[src/rtl/mul_seq.sv]
// mul_seq: shift-add multiplier that borrows a shared ADD ALU one partial product per granted cycle
module mul_seq #(
    parameter int DATA_WIDTH = 32
) (
    input  logic                  clk_i,
    input  logic                  rst_i,
    input  logic                  start_i,
    input  logic [DATA_WIDTH-1:0] op1_i,
    input  logic [DATA_WIDTH-1:0] op2_i,
    output logic                  busy_o,
    output logic                  done_o,
    output logic [DATA_WIDTH-1:0] result_o,
    output logic                  alu_req_o,
    input  logic                  alu_gnt_i,
    output logic [DATA_WIDTH-1:0] alu_op1_o,
    output logic [DATA_WIDTH-1:0] alu_op2_o,
    output logic [3:0]            alu_ctrl_o,
    input  logic [DATA_WIDTH-1:0] alu_out_i
);
    localparam int CW = DATA_WIDTH > 1 ? $clog2(DATA_WIDTH) : 1;
    localparam logic [CW-1:0] LAST = CW'(DATA_WIDTH - 1);

    typedef enum logic [1:0] {IDLE, RUN, DONE} state_t;

    state_t                r_state;
    logic [DATA_WIDTH-1:0] r_acc;
    logic [DATA_WIDTH-1:0] r_mcand;
    logic [DATA_WIDTH-1:0] r_mplier;
    logic [DATA_WIDTH-1:0] r_result;
    logic [CW-1:0]         r_cnt;
    logic                  r_busy;
    logic                  r_done;
    logic                  r_req;
    logic [DATA_WIDTH-1:0] w_acc_next;
    logic                  w_last;

    // ALU operands are only driven while the ALU is being requested
    assign alu_op1_o  = r_req ? r_acc : '0;
    assign alu_op2_o  = r_req ? r_mcand : '0;
    assign alu_ctrl_o = 4'b0000;
    assign alu_req_o  = r_req;
    assign busy_o     = r_busy;
    assign done_o     = r_done;
    assign result_o   = r_result;

    // Accumulator candidate and early-exit test once no multiplier bits remain
    always_comb begin
        w_acc_next = r_mplier[0] ? alu_out_i : r_acc;
        w_last     = ((r_mplier >> 1) == '0) || (r_cnt == LAST);
    end

    // Control FSM with datapath registers and registered status outputs
    always_ff @(posedge clk_i or posedge rst_i) begin
        if (rst_i) begin
            r_state  <= IDLE;
            r_acc    <= '0;
            r_mcand  <= '0;
            r_mplier <= '0;
            r_cnt    <= '0;
            r_result <= '0;
            r_busy   <= 1'b0;
            r_done   <= 1'b0;
            r_req    <= 1'b0;
        end else begin
            case (r_state)
                IDLE: if (start_i) begin
                    r_acc    <= '0;
                    r_mcand  <= op1_i;
                    r_mplier <= op2_i;
                    r_cnt    <= '0;
                    r_state  <= RUN;
                    r_busy   <= 1'b1;
                    r_req    <= 1'b1;
                end
                RUN: if (alu_gnt_i) begin
                    r_acc    <= w_acc_next;
                    r_mcand  <= r_mcand << 1;
                    r_mplier <= r_mplier >> 1;
                    r_cnt    <= r_cnt + 1'b1;
                    if (w_last) begin
                        r_state  <= DONE;
                        r_result <= w_acc_next;
                        r_req    <= 1'b0;
                        r_done   <= 1'b1;
                    end
                end
                DONE: begin
                    r_state <= IDLE;
                    r_done  <= 1'b0;
                    r_busy  <= 1'b0;
                end
                default: begin
                    r_state <= IDLE;
                    r_done  <= 1'b0;
                    r_busy  <= 1'b0;
                    r_req   <= 1'b0;
                end
            endcase
        end
    end
endmodule
[config.mk]
export PLATFORM = sky130hd
export DESIGN_NAME = mul_seq
export DESIGN_NICKNAME = d
export VERILOG_FILES = /design/src/rtl/mul_seq.sv
export SDC_FILE = /design/constraint.sdc
export NUM_CORES = 1
export LEC_CHECK = 0
export CAP_MARGIN = 40
export CORE_ASPECT_RATIO = 0.8
export CORE_MARGIN = 2
export CORE_UTILIZATION = 35
export DETAILED_ROUTE_END_ITERATION = 6
export GPL_ROUTABILITY_DRIVEN = 0
export SYNTH_ARGS = -nofsm -noshare
export SYNTH_HDL_FRONTEND = slang
export SYNTH_SLANG_ARGS = --single-unit
[constraint.sdc]
create_clock -name clk_i -period 7.2 [get_ports clk_i]
set_input_delay 1.8 -clock clk_i [delete_from_list [all_inputs] [get_ports clk_i]]
set_output_delay 1.8 -clock clk_i [all_outputs]
set_load 0.01 [all_outputs]
==> flow_summary.yaml, run 1 <==
route:
  first_pass_iters: 4
  routed_wl_microns: 17660
  drc: 0
  dr.first_iter.drc_count: 220
  ant_nets: 0
  via_per_inst: 4.946
  wl_per_cell_microns: 16.61
  vias: 5258
clock_network:
  cts_tree: "built"
  cts_resized: 0
  numCtsBuffers: 17
  cts_sinks: 138
  postCtsSetupRepairBufs: 0
  cts_root_buf: "clkbuf_16"
  ctsHtreeMaxLevel: 4
  hold_buffers: 0
  cts.path.max_buffers: 2
  clk_latency_ns: 0.42
  clk_pin_slew_worst_paths_ns: 0.06
run:
  maxCapViolCount: 0
floorplanning:
  die_w_microns: 157.3
  start_util_pct: 36.01
  die_h_microns: 126.7
  coreArea_sq_mm: 0.01828
  ios: 203
  rows: 44
  die-area_sq_mm: 0.01992
global_routing:
  antenna_found_initial: 0
  grt_max_degree: 92
  grt_use_total_pct: 18.25
  overflow: 0
  grt_pass1_vias: 5400
  grt_pass1_wl_microns: 28630
cells_and_area:
  area_growth_pct: 43.42
  final_cells: 1063
  n_fill_cell: 1678
  fin_nets: 898
  postLayoutCellArea_sq_mm: 0.009439
  drive_above_1_share_pct: 6.675
  final_util_pct: 51.64
power_and_ir_drop:
  p_int_mw: 2.668
  p_switching_mw: 1.397
  p_leak_nw: 3.831
  powerDensity_mw_per_mm2: 430.6
  pwr-share-seq_pct: 33.6
  power_frac_comb_pct: 42.0
  p_total_mw: 4.065
  switching_share_pct: 34.36
  clockPowerShare_pct: 24.4
  ir_worst_vdd_mv: 0.1956
setup_path:
  path_max_fanout: 42
  r2r_slack_ns: 4.99
  r2r-start: "r_mplier[9]"
  endpoint_kind: "primary output"
  cp-startpoint: "alu_req_o"
  arrival_ns: 2.09
  worstPathRequired_ns: 5.40
  worstSetupPathType: "flip-flop to primary output"
  start_kind: "flip-flop"
sta:
  period_minus_slack_ns: 3.886
  hold_viol_final: 0
  drv_slew: 0
  fin_setup_tns_ns: 0
  maxSlewHeadroom_pct: 44.88
  worst_slew_pin_slew_ns: 0.8267
  fin_crit_sh_pct: 53.97
  fin_skew_ns: 0.009398
  finalSetupViolations: 0
  max_freq_mhz: 257.3
  grt_setup_unrepaired: "no"
logic_synthesis:
  ys_seq_area_share_pct: 52.47
  synthFlopType: "dfrtp_1"
  synth_seq_cells: 138
  synthesis.area_sq_mm: 0.006581
  postSynthAreaPerCell_sq_um: 10.56
  synthCells: 623
  synth.top_cell.area_share_pct: 52.47
  synth.area.top_cells: "dfrtp_1, mux2i_1, and2_1"
  yosysWarningCount: 0
  synth_top_cell_by_area: "dfrtp_1"
  async_reset_ff_share_pct: 100.0
  synth_cell_types: 35
  synth_edf_count: 0
min_path:
  min-delay-start: "r_mcand[31]"
  min_path_type: "flip-flop to flip-flop"
placement:
  place_inst: 1030
  placed_cell_area_sq_mm: 0.008757
  io_buffers: 198
  dpl.hpwl_microns: 11760
run_status:
  status: "completed"
[cell usage after synthesis, types with 6 or more instances]
cell type	instances
a21oi_1	34
a22o_1	36
a31oi_1	32
and2_1	64
buf_2	26
buf_4	6
clkbuf_1	19
dfrtp_1	138
mux2i_1	94
nand2_1	66
nor4_1	7
o21ai_0	62
[placed cells by master, fill, tap and decap left out, drive strengths merged, types with 2 or more instances in the layout]
cell type and count:
o21ai 64, and2 64, and3 2, nor3b 2, mux2i 94, inv 6
conb 4, nor4 7, dfrtp 138, a22o 36, clkbuf 22, clkdlybuf4s50 198
nand2 66, bufinv 5, ha 2, clkinv 3, nor2 6, nand4 3
buf 11, a31oi 32, a21oi 34
[path summary, 6_finish.rpt]
check / end / cells after the start
max in group asynchronous: r_mplier[0] / 3
setup reg to reg: alu_req_o / 6
hold / removal: r_mcand[31] / 2
setup / recovery: alu_op2_o[27] / 3
min in group asynchronous: r_acc[12] / 2
hold reg to reg: r_mcand[31] / 2
[final cells by class]
type / instances / area [sq um] / area share [%]
Sequential cell: 138 / 3456 / 36.61
Multi-Input combinational cell: 425 / 2851 / 30.21
Timing Repair Buffer: 209 / 2110 / 22.35
Clock buffer: 22 / 494.2 / 5.236
Tap cell: 253 / 316.6 / 3.354
Clock inverter: 10 / 185.2 / 1.962
Inverter: 5 / 23.77 / 0.2519
Antenna cell: 1 / 2.502 / 0.02651
[cells by family after synthesis]
| kind of cell | share of synthesized area [%] |
|---|---|
| AND/OR/NAND/NOR | 12.05 |
| adder cells (fa/ha/maj) | 0.3802 |
| buffers and inverters | 4.715 |
| AO/OA/AOI/OAI | 15.89 |
| multiplexers | 14.30 |
| flip-flops | 52.47 |
| other | 0.05698 |
| XOR/XNOR | 0.1331 |
[power by group through the flow]
stage	Combinational, mW	Sequential [mW]	Clock (mW)
2_1_floorplan	1.02	1.32	0
3_3_place_gp	1.64	1.38	0
3_5_place_dp	1.73	1.37	0
4_1_cts	1.73	1.37	1.02
5_1_grt	1.89	1.42	1.05
6_report	1.71	1.37	0.993
[stage by stage]
step | setup WS [ns] | hold WS [ns]
3_3_place_gp | 2.892 | 0.4603
6_report | 3.314 | 0.4756
5_1_grt | 3.224 | 0.5245
3_5_place_dp | 3.356 | 0.4681
2_1_floorplan | 1.704 | 0.4424
4_1_cts | 3.269 | 0.4818
[sequential cells by signal (all words and copies together), names as in the netlist]
register and count:
alu_req_o 1, busy_o 1, done_o 1, r_acc 32, r_cnt 5, r_mcand 32
r_mplier 32, r_state 2, result_o 32
[routing by layer]
layer  vias up  GRT usage (%)  routed length [microns]
met5         -              0                        0
met1      2557          25.82                     8379
met4         0          5.348                      166
met3        13          4.783                     1017
met2       135          27.61                     8097
li1       2553              -                        -
[critical path: stages (launching register included)]
cell and delay [ns]:
dfrtp_2 0.67, buf_12 0.25, and2_1 0.19, clkdlybuf4s50_1 0.55
Note: power is estimated with default switching activity, not from simulation.
==> inputs of run 2 (changes only) <==
PLACE_DENSITY = 0.65   (was default)
clock period = 3.3 ns   (was 7.2 ns; I/O delays follow)
==> run 2 against run 1 <==
Global-route usage is 0.27 points lower. Clock skew hardly changed. Critical path type unchanged. Highest routed layer unchanged. Non-clock buffer count is 1 higher. Largest cell class unchanged. Critical endpoint is now alu_op2_o[28]. Hold slack worse by 0.0022 ns. Die area stayed put. Wire length is 0.43% lower. Register-to-register slack worse by 4.0 ns. Power is 110% higher. First-iteration DRC count is 6.8% higher.
==> flow_summary.yaml, run 2 (synthesized netlist as in run 1, its figures left out) <==
clock_network:
  ctsHtreeMaxLevel: 4
  cts_root_buf: "clkbuf_16"
  hold_buffers: 0
  clk_pin_slew_worst_paths_ns: 0.06
  postCtsSetupRepairBufs: 0
  cts_resized: 0
  cts_tree: "built"
  numCtsBuffers: 17
  cts_sinks: 138
  clk_latency_ns: 0.41
  cts.path.max_buffers: 2
sta:
  max_freq_mhz: 352.4
  maxSlewHeadroom_pct: 49.46
  drv_slew: 0
  fin_setup_tns_ns: 0
  fin_skew_ns: 0.009710
  period_minus_slack_ns: 2.838
  worst_slew_pin_slew_ns: 0.7581
  finalSetupViolations: 0
  grt_setup_unrepaired: "no"
  hold_viol_final: 0
  fin_crit_sh_pct: 85.99
global_routing:
  antenna_found_initial: 0
  grt_pass1_wl_microns: 28320
  grt_pass1_vias: 5407
  overflow: 0
  grt_max_degree: 139
  grt_use_total_pct: 17.98
setup_path:
  cp_slowest_stage_delay_ns: 0.55
  worstPathRequired_ns: 2.47
  arrival_ns: 2.01
  path_depth: 3
  crit_buf_inv: 2
  worstSetupPathType: "flip-flop to primary output"
  reg2reg_depth: 6
  cp_cell_sequence: "buf_4 > and2_1 > clkdlybuf4s50_1"
  crit_slowest_cell: "clkdlybuf4s50_1"
  path_max_fanout: 67
  endpoint_kind: "primary output"
  critPathTopFamily: "buffers and inverters"
  start_kind: "flip-flop"
cells_and_area:
  drive_above_1_share_pct: 6.543
  final_common_cell: "clkdlybuf4s50_1"
  layout_common_cells: "clkdlybuf4s50_1, dfrtp_1, mux2i_1"
  fin_nets: 899
  final_cells: 1063
  diodes: 0
  area_growth_pct: 42.47
placement:
  io_buffers: 198
  dpl.hpwl_microns: 11710
  place_inst: 1031
route:
  dr.first_iter.drc_count: 235
  ant_nets: 0
  drc: 0
  wl_per_cell_microns: 16.54
  vias: 5259
  routed_wl_microns: 17580
  via_per_inst: 4.947
  first_pass_iters: 4
floorplanning:
  die_h_microns: 126.7
  rows: 44
  start_util_pct: 36.01
  die-area_sq_mm: 0.01992
  die_w_microns: 157.3
  ios: 203
  coreArea_sq_mm: 0.01828
min_path:
  min_path_type: "flip-flop to flip-flop"
  min_path_cells: 2
power_and_ir_drop:
  powerDensity_mw_per_mm2: 923.2
  ir_worst_vdd_mv: 0.5034
  p_leak_nw: 3.789
run:
  maxCapViolCount: 0
run_status:
  status: "completed"
run 2: worst paths after layout:
path,from,slack (ns),end
worst max-delay path,alu_req_o,0.46,alu_op2_o[28]
worst min-delay path,r_mcand[31],0.47,r_mcand[31]
worst max register to register,r_mplier[1],1.00,result_o[24]
worst min register to register,r_mcand[31],0.47,r_mcand[31]
max in group asynchronous,rst_i,1.71,r_mplier[0]
min in group asynchronous,rst_i,0.98,r_acc[12]
run 2: area by class of cell:
cell class | instances | area, sq um
inverters | 5 | 22.52
repair buffers | 210 | 2122
well taps | 253 | 316.6
clock buffers | 19 | 442.9
multi-input cells | 425 | 2851
flip-flops and latches | 138 | 3455
fillers | 1652 | 8901
clock inverters | 13 | 166.4
run 2: metal layers:
layer  vias up  part of all wire [%]  track usage [%]
met2       158                    46            28.38
met1      2524                    47            24.48
li1       2565                     -                -
met5         -                     0                0
met3        12                   6.1            4.851
met4         0                   1.0            4.866
run 2: per-stage QoR:
step	utilization, %	setup WS [ns]	total power, mW	instance area, sq um	hold WS, ns
final	51.30	0.4623	8.656	9376	0.4734
after global routing	51.30	0.3441	9.266	9376	0.5129
after CTS	51.30	0.4251	8.771	9376	0.4764
after detailed placement	47.97	0.6758	6.753	8767	0.4627
after global placement	47.86	0.6563	6.642	8747	0.4630
after floorplan	-	0.7539	5.099	6596	0.4424
run 2: power breakdown:
group | leakage [nW] | switching, mW | internal [mW]
Sequential | 1.78 | 0.564 | 2.40
Combinational | 1.71 | 1.77 | 1.96
Clock | 0.290 | 0.742 | 1.22
Total | 3.79 | 3.08 | 5.58
run 2: worst reg2reg max path, delay by kind of cell (launching register included):
kind | cells | cell delay [ns]
AO/OA/AOI/OAI | 3 | 0.87
buffers and inverters | 1 | 0.31
flip-flops | 1 | 0.39
AND/OR/NAND/NOR | 2 | 0.66
